[src/rtl/meduram_pkg.sv]
// Shared definitions for the meduram read agent: RAM collision codes,
// response status codes and the agent FSM state encoding.
package meduram_pkg;

    typedef enum logic [1:0] {
        COLL_NONE  = 2'd0,
        COLL_WRITE = 2'd1,
        COLL_READ  = 2'd2
    } coll_e;

    typedef enum logic [1:0] {
        RSP_OK        = 2'd0,
        RSP_WCOLL     = 2'd1,
        RSP_EXHAUSTED = 2'd2
    } rsp_status_e;

    typedef enum logic [1:0] {
        ST_IDLE  = 2'd0,
        ST_ISSUE = 2'd1,
        ST_WAIT  = 2'd2,
        ST_RESP  = 2'd3
    } state_e;

endpackage

[src/rtl/meduram_rdagent_if.sv]
// Client request/response handshake plus the RAM read port of one agent.
// The agent uses the slave modport; the client/RAM side uses master.
interface meduram_rdagent_if #(
    parameter int ADDR_WIDTH = 3,
    parameter int DATA_WIDTH = 8
);
    logic                  req_valid;
    logic                  req_ready;
    logic [ADDR_WIDTH-1:0] req_addr;
    logic                  rsp_valid;
    logic                  rsp_ready;
    logic [DATA_WIDTH-1:0] rsp_data;
    logic [1:0]            rsp_status;
    logic                  rden;
    logic [ADDR_WIDTH-1:0] rdaddr;
    logic [DATA_WIDTH-1:0] rddata;
    logic [1:0]            rdcollision;

    modport slave (
        input  req_valid, req_addr, rsp_ready, rddata, rdcollision,
        output req_ready, rsp_valid, rsp_data, rsp_status, rden, rdaddr
    );

    modport master (
        output req_valid, req_addr, rsp_ready, rddata, rdcollision,
        input  req_ready, rsp_valid, rsp_data, rsp_status, rden, rdaddr
    );
endinterface

[src/rtl/meduram_rdagent.sv]
// Single-outstanding RAM read agent: issues one read per request and, as the
// losing port (AGENT_ID 2), re-issues on read collisions up to MAX_RETRY times.
module meduram_rdagent
    import meduram_pkg::*;
#(
    parameter int ADDR_WIDTH = 3,
    parameter int DATA_WIDTH = 8,
    parameter int AGENT_ID   = 1,
    parameter int MAX_RETRY  = 3
) (
    input  logic               aclk,
    input  logic               aresetn,
    meduram_rdagent_if.slave   bus
);

    localparam int RW = (MAX_RETRY > 0) ? $clog2(MAX_RETRY + 1) : 1;
    localparam logic [RW-1:0] RETRY_LIMIT = RW'(MAX_RETRY);
    localparam bit IS_LOSER = (AGENT_ID == 2);

    state_e                state_q, state_d;
    logic [ADDR_WIDTH-1:0] addr_q, addr_d;
    logic [RW-1:0]         retryCnt_q, retryCnt_d;
    logic [DATA_WIDTH-1:0] rspData_q, rspData_d;
    logic [1:0]            rspStatus_q, rspStatus_d;

    always_ff @(posedge aclk or negedge aresetn) begin
        if (!aresetn) begin
            state_q     <= ST_IDLE;
            addr_q      <= '0;
            retryCnt_q  <= '0;
            rspData_q   <= '0;
            rspStatus_q <= RSP_OK;
        end else begin
            state_q     <= state_d;
            addr_q      <= addr_d;
            retryCnt_q  <= retryCnt_d;
            rspData_q   <= rspData_d;
            rspStatus_q <= rspStatus_d;
        end
    end

    always_comb begin
        state_d     = state_q;
        addr_d      = addr_q;
        retryCnt_d  = retryCnt_q;
        rspData_d   = rspData_q;
        rspStatus_d = rspStatus_q;
        case (state_q)
            ST_IDLE: begin
                if (bus.req_valid) begin
                    addr_d     = bus.req_addr;
                    retryCnt_d = '0;
                    state_d    = ST_ISSUE;
                end
            end
            ST_ISSUE: state_d = ST_WAIT;
            ST_WAIT: begin
                // Only the losing port sees a read collision as corrupted data.
                if (IS_LOSER && bus.rdcollision == COLL_READ) begin
                    if (retryCnt_q < RETRY_LIMIT) begin
                        retryCnt_d = retryCnt_q + RW'(1);
                        state_d    = ST_ISSUE;
                    end else begin
                        rspData_d   = '0;
                        rspStatus_d = RSP_EXHAUSTED;
                        state_d     = ST_RESP;
                    end
                end else begin
                    rspData_d   = bus.rddata;
                    rspStatus_d = (bus.rdcollision == COLL_WRITE) ? RSP_WCOLL : RSP_OK;
                    state_d     = ST_RESP;
                end
            end
            ST_RESP: begin
                if (bus.rsp_ready) begin
                    state_d = ST_IDLE;
                end
            end
            default: state_d = ST_IDLE;
        endcase
    end

    // addr_q only changes on acceptance, so rdaddr holds between issues.
    assign bus.req_ready  = (state_q == ST_IDLE);
    assign bus.rden       = (state_q == ST_ISSUE);
    assign bus.rdaddr     = addr_q;
    assign bus.rsp_valid  = (state_q == ST_RESP);
    assign bus.rsp_data   = rspData_q;
    assign bus.rsp_status = rspStatus_q;

endmodule

[src/flat_wrapper.sv]
// flat-port wrapper written by rule: the top's interface ports become plain ports
module meduram_rdagent_flat import meduram_pkg::*;
#(
    parameter int ADDR_WIDTH = 3,
    parameter int DATA_WIDTH = 8,
    parameter int AGENT_ID   = 1,
    parameter int MAX_RETRY  = 3
)
  (aclk, aresetn, bus_req_valid, bus_req_addr, bus_rsp_ready, bus_rddata, bus_rdcollision, bus_req_ready, bus_rsp_valid, bus_rsp_data, bus_rsp_status, bus_rden, bus_rdaddr);
  meduram_rdagent_if #(.ADDR_WIDTH(ADDR_WIDTH), .DATA_WIDTH(DATA_WIDTH)) bus_i ();
  input  logic aclk;
  input  logic aresetn;
  input wire logic [$bits(bus_i.req_valid)-1:0] bus_req_valid;
  input wire logic [$bits(bus_i.req_addr)-1:0] bus_req_addr;
  input wire logic [$bits(bus_i.rsp_ready)-1:0] bus_rsp_ready;
  input wire logic [$bits(bus_i.rddata)-1:0] bus_rddata;
  input wire logic [$bits(bus_i.rdcollision)-1:0] bus_rdcollision;
  output wire logic [$bits(bus_i.req_ready)-1:0] bus_req_ready;
  output wire logic [$bits(bus_i.rsp_valid)-1:0] bus_rsp_valid;
  output wire logic [$bits(bus_i.rsp_data)-1:0] bus_rsp_data;
  output wire logic [$bits(bus_i.rsp_status)-1:0] bus_rsp_status;
  output wire logic [$bits(bus_i.rden)-1:0] bus_rden;
  output wire logic [$bits(bus_i.rdaddr)-1:0] bus_rdaddr;
  assign bus_i.req_valid = bus_req_valid;
  assign bus_i.req_addr = bus_req_addr;
  assign bus_i.rsp_ready = bus_rsp_ready;
  assign bus_i.rddata = bus_rddata;
  assign bus_i.rdcollision = bus_rdcollision;
  assign bus_req_ready = bus_i.req_ready;
  assign bus_rsp_valid = bus_i.rsp_valid;
  assign bus_rsp_data = bus_i.rsp_data;
  assign bus_rsp_status = bus_i.rsp_status;
  assign bus_rden = bus_i.rden;
  assign bus_rdaddr = bus_i.rdaddr;
  meduram_rdagent #(.ADDR_WIDTH(ADDR_WIDTH), .DATA_WIDTH(DATA_WIDTH), .AGENT_ID(AGENT_ID), .MAX_RETRY(MAX_RETRY)) u_core (.aclk(aclk), .aresetn(aresetn), .bus(bus_i));
endmodule
[config.mk]
export PLATFORM = sky130hd
export DESIGN_NAME = meduram_rdagent_flat
export DESIGN_NICKNAME = d
export VERILOG_FILES = /design/src/rtl/meduram_pkg.sv /design/src/rtl/meduram_rdagent_if.sv /design/src/rtl/meduram_rdagent.sv /design/src/flat_wrapper.sv
export SDC_FILE = /design/constraint.sdc
export NUM_CORES = 1
export LEC_CHECK = 0
export ABC_AREA = 1
export BUFFER_PORTS_ARGS = -buffer_cell sky130_fd_sc_hd__buf_2
export CAP_MARGIN = 20
export CORE_UTILIZATION = 43
export CTS_CLUSTER_DIAMETER = 100
export DETAILED_ROUTE_END_ITERATION = 10
export PLACE_DENSITY = 0.83
export SYNTH_ARGS = -nofsm -noshare
export SYNTH_HDL_FRONTEND = slang
export SYNTH_SLANG_ARGS = --single-unit
[constraint.sdc]
create_clock -name aclk -period 1.3 [get_ports aclk]
set_input_delay 0.13 -clock aclk [delete_from_list [all_inputs] [get_ports aclk]]
set_output_delay 0.13 -clock aclk [all_outputs]
set_load 0.005 [all_outputs]
### Word-level counts from Yosys, hierarchy flattened

Cells that the tools add are included.

* register bits: 15
* input bits: 17
* output and inout bits: 16
* logic and storage cells: 17

* eq/ne operators: 6
* multiplexer cells: 4
* reductions and logical operators: 3

Operators with widths (number)
* one-hot mux 2 bit (4 select lines): 1
* equality test 2 x 1 -> 1 bit, second input constant: 2
* equality test 2 bit, second input constant: 2
* 2-to-1 mux 2 bit: 2
* inequality test 2 bit, second input constant: 2
* AND reduction 2 bit: 2
* zero test 2 bit: 1
* 2-to-1 mux 1 bit: 1

### Depth between registers and ports, before layout

Gate-level depths: netlist of the first run.

* word-level depth: 3
* mapped depth: 7
* mapped depth without buffers: 6

### Least setup slack after synthesis of the first run

Ideal clock, no wire load.

* path type: register to register
* from: register u_core.state_q[0]
* to: register u_core.state_q[0]
* setup time: 117 ps
* arrival: 982 ps
* required time: 1183 ps
* slack: 201 ps
* stages on the path, launching flop included: 8
* buffers on the path: 1
* clock period less this slack: 1099 ps
* path through: dfrtp_1 -> inv_1 -> ha_1 -> buf_6 -> inv_6 -> nand2_2 -> nand3_2 -> nand2_1

* cells in the longest elaborated chain, start to end: 3
* elaborated cells between the ends (all ways): 8
* those cells by class: eq/ne (5); mux (1); reduce/logical (2)

Ends and longest elaborated chain
* from (decl): line meduram_rdagent.sv:20 `state_e state_q, state_d;`
* from (signal assigned): line meduram_rdagent.sv:34 `state_q <= state_d;`
* equality test 2 bit or zero test 2 bit (tied branches): line meduram_rdagent.sv:48 `case (state_q)`
* inequality test 2 bit (no line)
* AND reduction 2 bit (no line)

Parallel ways exist; a longest one is shown, timed or not.
A chain may end at the register's enable or synchronous reset.

### Worst setup path in the final report of the first run

* from: register u_core.state_q[0]
* to: output bus_rsp_valid

* cells in the longest elaborated chain, start to end: 1

Ends and longest elaborated chain
* equality test 2 bit: line meduram_rdagent.sv:87 `assign bus.rsp_valid = (state_q == ST_RESP);`
* to (decl): line flat_wrapper.sv:19 `output wire logic [$bits(bus_i.rsp_valid)-1:0] bus_rsp_valid;`

Every way passes these cells.

==> summary.md, run 1 <==
| Metric | Value |
|---|---|
| Status | finished, final reports clean |
| Adder-cell share of the synthesized area | 0.0949 |
| Ant diodes | 0 |
| Layout Skew | 0.00601 ns |
| Post-synthesis simple-gate area fraction | 0.290 |
| Area contributors post-synth | dfrtp_1 (53%), nand2_1 (22%), ha_1 (9.5%) |
| Syn_area_per_cell | 8.79 µm² |
| Synthesis-stage register bit count | 14 |
| Sequential cell area | 350 µm² |
| Cells after DPL | 120 |
| Fin nets | 133 |
| Dpl hpwl | 988 µm |
| Via count | 556 |
| Die X | 41.2 µm |
| M1 GR Usage | 0.181 |
| Crit share post-route | 0.959 |
| Clock transition at the registers of the reported paths | 0.08 ns |
| Die area | 1690 µm² |
| Fill count | 127 |
| WS Path Type | reg2out |
| GR Util met2 | 0.273 |
| Drt pass-1 iters | 4 |
| DRT iter0 DRCs | 11 |
| MaxCap Viol Count | 0 |
| Hold Startpoint | bus_rdcollision[1] |
| YS warnings | 0 |
| Core region area | 1370 µm² |
| Fmax achieved | 802 MHz |
| Wire per inst | 10.2 µm |
| GR peak layer | met2 |
| Power density cells | 2240 nW/µm² |
| Routed Antenna Nets | 0 |
| Final hold viol count | 0 |
| Clock group share of total power | 0.118 |
| Final GP Congestion | 0.685 |
| TritonCTS clock tree | built |
| H-Tree Level Count | 1 |
| Synthesized net count | 97 |
| Element type at the critical path end | output port |
| Worst r2r dst | u_core.state_q[0] |
| Sw power | 0.000761 W |
| Placed inst area | 822 µm² |
| R2R cell count | 6 |
| Vias per cell | 4.48 |
| P&R area growth vs syn | 31.9% |
| Final setup viols | 0 |
| Xor/xnor share of the synthesized area | 0 |
| Worst IR Drop VDD | 1170 µV |
| Sw frac | 0.390 |
| RR Startpoint | u_core.state_q[0] |
| Total leakage power | 0.523 nW |
| Hold Path Class | in2reg |
| Layout cells sized above 1 | 0.404 |
| GRT Util Overall | 0.155 |
| Slew Limit Fails | 0 |
| Largest family of logic cells by synthesized area | simple AND/OR/NAND/NOR gates |
| Clk_lat worst skew | 0.27 ns |
| Area leader, netlist | dfrtp_1 |
| Sink Count | 14 |
| Maximum buffer depth of the clock tree | 2 |
| Post-synthesis mux area share | 0 |
| Met3 Track Usage GR | 0.0543 |
| I/O pin cnt | 33 |
| Initial antenna violation count | 0 |
| Multi-input gate area | 278 µm² |
| Hold path endpoint | u_core.bus.rsp_status[0] |
| Synth top area share | 0.531 |
| Starting Density | 0.483 |
| Drt total wl | 1270 µm |
| Reg power frac | 0.392 |
| Power Total | 0.00195 W |
| Total grt overflow | 0 |
| Design Area, Final | 870 µm² |
| Synthesized cell area | 659 µm² |
| Synth Instances | 75 |
| Final Non-Filler Cells | 124 |
| Largest net degree at the start of global routing | 15 |
| First-pass GRT wire length | 1690 µm |
| RSZ-0062 raised after global routing | no |
| Logic pwr share | 0.490 |
| Crit start category | flip-flop |
| CTS buffer count | 3 |
| Root buf cell | clkbuf_4 |
| WP data required | 1.17 ns |
| Vias in the first global route | 429 |
| DR DRC count | 0 |
| Die Span Y | 41.2 µm |
| Worst EP arrival | 1.12 ns |
| Count of cell types in the netlist | 13 |
| FP Rows | 13 |
| FF-to-FF setup slack | 0.11 ns |
| Port-buffer cells | 31 |
| Crit Path Max Fanout | 3 |
| Hold path cells | 2 |
| Compound-gate portion of the synthesized area | 0.00759 |
| Post-layout minimum cycle time | 1.25 ns |
| Cell internal pwr | 0.00119 W |
| Post-synthesis sequential area ratio | 0.531 |
[worst max-delay path by stage]
stage | slack (ns) | cells after the start | end | startpoint
finish | 0.05 | 3 | bus_rsp_valid | u_core.state_q[0]
global route | 0.004 | 3 | bus_rsp_valid | u_core.state_q[0]
CTS | -0.004 | 3 | bus_req_ready | u_core.state_q[1]
detailed placement | 0.06 | 6 | u_core.state_q[0] | u_core.state_q[0]
global placement | 0.11 | 6 | u_core.state_q[0] | u_core.state_q[0]
floorplan | 0.20 | 7 | u_core.state_q[0] | u_core.state_q[0]
[synthesized netlist by cell type]
master / instances
nand3_1: 4
conb_1: 1
nand2_1: 38
buf_4: 1
inv_2: 1
dfrtp_1: 14
inv_1: 4
nand2_2: 3
inv_6: 1
ha_1: 5
o21ai_1: 1
nand3_2: 1
buf_6: 1
[through the flow]
| stage | utilization | setup WS [ns] | hold slack (ns) | setup TNS (ns) |
|---|---|---|---|---|
| 2_1_floorplan | - | 0.201 | -0.166 | 0 |
| 3_3_place_gp | 0.602 | 0.109 | 0.0332 | 0 |
| 3_5_place_dp | 0.602 | 0.0603 | 0.0350 | 0 |
| 4_1_cts | 0.627 | -0.00376 | 0.0255 | -0.00376 |
| 5_1_grt | 0.636 | 0.00394 | 0.0221 | 0 |
| 6_report | 0.636 | 0.0530 | 0.0324 | 0 |
[repair_timing]
| action | CTS | global route |
|---|---|---|
| setup buffers | 0 | 0 |
| resized for setup | 1 | 3 |
| pin swaps | 0 | 0 |
| hold buffers | 1 | 0 |
| setup endpoints to repair | 1 | 10 |
| hold endpoints to repair | 14 | 0 |
[layout make-up]
type,count,share of cell area
sequential,14,0.403
tap,15,0.0216
clock buffer,3,0.0259
inverter,6,0.0317
timing repair buffer,33,0.199
multi-input combinational,53,0.319
[power by group through the flow]
stage | combinational (W) | sequential [W] | clock (W)
2_1_floorplan | 0.000556 | 0.000788 | 0
3_5_place_dp | 0.000916 | 0.000773 | 0
6_report | 0.000956 | 0.000765 | 0.000231
3_3_place_gp | 0.000890 | 0.000763 | 0
4_1_cts | 0.000932 | 0.000765 | 0.000238
5_1_grt | 0.00111 | 0.000797 | 0.000262
[cells in the final DEF, fill, tap and decap left out, drive strengths merged]
cell / synthesis / final
nand2: 41 / 41
buf: 2 / 32
dfrtp: 14 / 14
inv: 6 / 6
nand3: 5 / 5
ha: 5 / 5
clkbuf: 0 / 3
o21ai: 1 / 1
conb: 1 / 1
dlygate4sd3: 0 / 1
[worst max-delay path: stages (launching register included)]
cell and delay, ns:
dfrtp_1 0.38, buf_4 0.14, ha_1 0.19, buf_2 0.12
[logic make-up (layout without fill, tap and decap cells)]
family	after synthesis	after routing
AO/OA/AOI/OAI	1	1
other	1	1
AND/OR/NAND/NOR	46	46
buffers and inverters	8	42
adder cells (fa/ha/maj)	5	5
flip-flops	14	14
[layer usage]
| metal | part of all wire | routed length, µm |
|---|---|---|
| met2 | 0.52 | 659 |
| met1 | 0.43 | 549 |
| met4 | 0 | 0 |
| met5 | 0 | 0 |
| met3 | 0.047 | 59 |
[flip-flops by register name (all words and copies together) (netlist names)]
signal	cells
u_core.state_q	2
u_core.bus.rdaddr	3
u_core.bus.rsp_data	8
u_core.bus.rsp_status	1
No activity file was read; power rests on OpenSTA's default activity.
==> run 2, diff against run 1 <==
--- a/config.mk
+++ b/config.mk
@@ -8,10 +8,11 @@
 export ABC_AREA = 1
 export BUFFER_PORTS_ARGS = -buffer_cell sky130_fd_sc_hd__buf_2
 export CAP_MARGIN = 20
+export CORE_MARGIN = 2
 export CORE_UTILIZATION = 43
 export CTS_CLUSTER_DIAMETER = 100
 export DETAILED_ROUTE_END_ITERATION = 10
-export PLACE_DENSITY = 0.83
+export PLACE_DENSITY = 0.76
 export SYNTH_ARGS = -nofsm -noshare
 export SYNTH_HDL_FRONTEND = slang
 export SYNTH_SLANG_ARGS = --single-unit
==> constraint.sdc (replaced) <==
create_clock -name aclk -period 1.3 [get_ports aclk]
set_input_delay 0.26 -clock aclk [delete_from_list [all_inputs] [get_ports aclk]]
set_output_delay 0.26 -clock aclk [all_outputs]
set_load 0.005 [all_outputs]
==> run 2 against run 1 <==
The flow now finishes with violations (setup timing). Register-to-register slack about the same. Via count increased by 5.0%. Critical path type unchanged. Die area increased by 10%. Utilization increased by 1.2 points. Largest power group unchanged. Sequential power increased by 2%.
==> summary.md, run 2 (synthesized netlist as in run 1, its figures left out) <==
| Metric | Value |
|---|---|
| Status | finished, violations left |
| Failing checks | setup timing |
| DRT iter0 DRCs | 9 (-2) |
| Final setup TNS | -0.0418 ns (-0.0418 ns) |
| Multi-input gate area | 303 µm² (+9.0%) |
| Drt pass-1 iters | 4 (unchanged) |
| P&R area growth vs syn | 44.6% |
| Die Span Y | 43.2 µm (+4.9%) |
| PnR worst setup slack | -0.0191 ns (-0.0721 ns) |
| Fill count | 135 (+6.3%) |
| Final GP Congestion | 0.794 (+16%) |
| Pre-CTS WS | 0.0872 ns (+0.0270 ns) |
| Total grt overflow | 0 (unchanged) |
| Worst IR Drop VDD | 1140 µV (-1.9%) |
| Power density cells | 2330 nW/µm² (+4.0%) |
| DR DRC count | 0 (unchanged) |
| Sequential cell area | 352 µm² (+0.36%) |
| Wire per inst | 10.2 µm (-0.63%) |
| GRT Util Overall | 0.159 (+0.00448) |
| I/O pin cnt | 33 (unchanged) |
| Ant diodes | 0 (unchanged) |
| H-Tree Level Count | 1 (unchanged) |
| Largest net degree at the start of global routing | 15 (unchanged) |
| RSZ-0062 raised after global routing | yes |
| Sink Count | 14 (unchanged) |
| FF-to-FF setup slack | 0.12 ns (about the same) |
| Root buf cell | clkbuf_4 |
| CTS buffer count | 3 (unchanged) |
| Clock transition at the registers of the reported paths | 0.08 ns (about the same) |
| Dpl hpwl | 990 µm (+0.22%) |
| Crit start category | flip-flop |
| Crit share post-route | 1.01 (+0.0555) |
| Layout Skew | 0.00253 ns (-0.00348 ns) |
| Core region area | 1470 µm² (+7.7%) |
| Vias in the first global route | 531 (+24%) |
| Max FFs per register | 8 (unchanged) |
| Fmax achieved | 758 MHz (-5.5%) |
| WS Path Type | reg2out |
| Clk_lat worst skew | 0.28 ns (about the same) |
| Slew Limit Fails | 0 (unchanged) |
| MaxCap Viol Count | 0 (unchanged) |
| Final hold viol count | 0 (unchanged) |
| Crit Path Max Fanout | 4 (+1) |
| FP Rows | 14 (+1) |
| First-pass GRT wire length | 2130 µm (+26%) |
| Hold Path Class | in2reg |
| Final setup viols | 3 (+3) |
| Most common cell after layout, fill and taps aside | nand2_1 |
| Fin nets | 137 (+3.0%) |
| Port-buffer cells | 31 (unchanged) |
| Starting Density | 0.448 (-0.0345) |
| Die X | 43.2 µm (+4.9%) |
| Routed Antenna Nets | 0 (unchanged) |
| Worst EP arrival | 1.06 ns (-0.06 ns) |
| Drt total wl | 1320 µm (+4.2%) |
| Initial antenna violation count | 0 (unchanged) |
| Vias per cell | 4.49 (+0.19%) |
| Post-layout minimum cycle time | 1.32 ns (+0.0721 ns) |
| WP data required | 1.04 ns (-0.13 ns) |
| TritonCTS clock tree | built |
| Commonest cells after routing, fill and taps aside | nand2_1 (38), buf_2 (29), dfrtp_1 (13), buf_4 (5), nand3_1 (4) |
| Fin Hold WS | 0.147 ns (+0.115 ns) |
| Element type at the critical path end | output port |
| Die area | 1860 µm² (+10%) |
| Total leakage power | 0.551 nW (+5.3%) |
| Maximum buffer depth of the clock tree | 2 (unchanged) |
| Layout cells sized above 1 | 0.465 (+0.0612) |
| Via count | 584 (+5.0%) |
[run 2: power by group]
group / total [W] / internal [W] / switching (W)
registers: 0.000783 / 0.000653 / 0.000131
clock network: 0.000315 / 0.000170 / 0.000144
logic: 0.00113 / 0.000566 / 0.000562
[run 2: routing by layer]
| layer | up-vias | part of all wire | global-route usage |
|---|---|---|---|
| met2 | 17 | 0.52 | 0.260 |
| met1 | 258 | 0.41 | 0.180 |
| met3 | 4 | 0.048 | 0.0255 |
| li1 | 305 | - | - |
| met5 | - | 0 | 0 |
| met4 | 0 | 0.023 | 0.127 |
[run 2: through the flow]
stage / util / total power, W / area, µm² / cells
floorplan: - / 0.00134 / 659 / 75
global placement: 0.560 / 0.00166 / 823 / 121
detailed placement: 0.560 / 0.00169 / 823 / 121
CTS: 0.634 / 0.00221 / 933 / 129
global route: 0.648 / 0.00244 / 953 / 130
finish: 0.648 / 0.00223 / 953 / 130
[run 2: worst paths after layout]
| path | from | cells past startpoint | endpoint |
|---|---|---|---|
| max in group asynchronous | aresetn | 2 | u_core.state_q[0] |
| min | bus_rdcollision[1] | 2 | u_core.bus.rsp_status[0] |
| max | u_core.state_q[1] | 3 | bus_req_ready |
| max reg2reg | u_core.state_q[0] | 6 | u_core.bus.rsp_data[4] |
| min in group asynchronous | aresetn | 2 | u_core.bus.rsp_data[0] |
| min reg2reg | u_core.bus.rdaddr[1] | 2 | u_core.bus.rdaddr[1] |
[run 2: critical path, cell delays in order (launching register included)]
cell	delay, ns
dfrtp_1	0.43
inv_2	0.12
ha_4	0.15
buf_6	0.08
[run 2: area by class of cell]
type,instances,share of cell area
clock buffer,4,0.0381
inverter,6,0.0289
multi-input combinational,53,0.318
sequential,14,0.369
tap,16,0.0210
timing repair buffer,37,0.226
[run 2: timing repair]
action | in CTS | in global routing
resized for setup | 10 | 2
cloned | 0 | 0
pin swaps | 1 | 1
hold endpoints to repair | 14 | 0
hold buffers | 1 | 0
setup endpoints to repair | 3 | 13
buffers inserted | 3 | 1
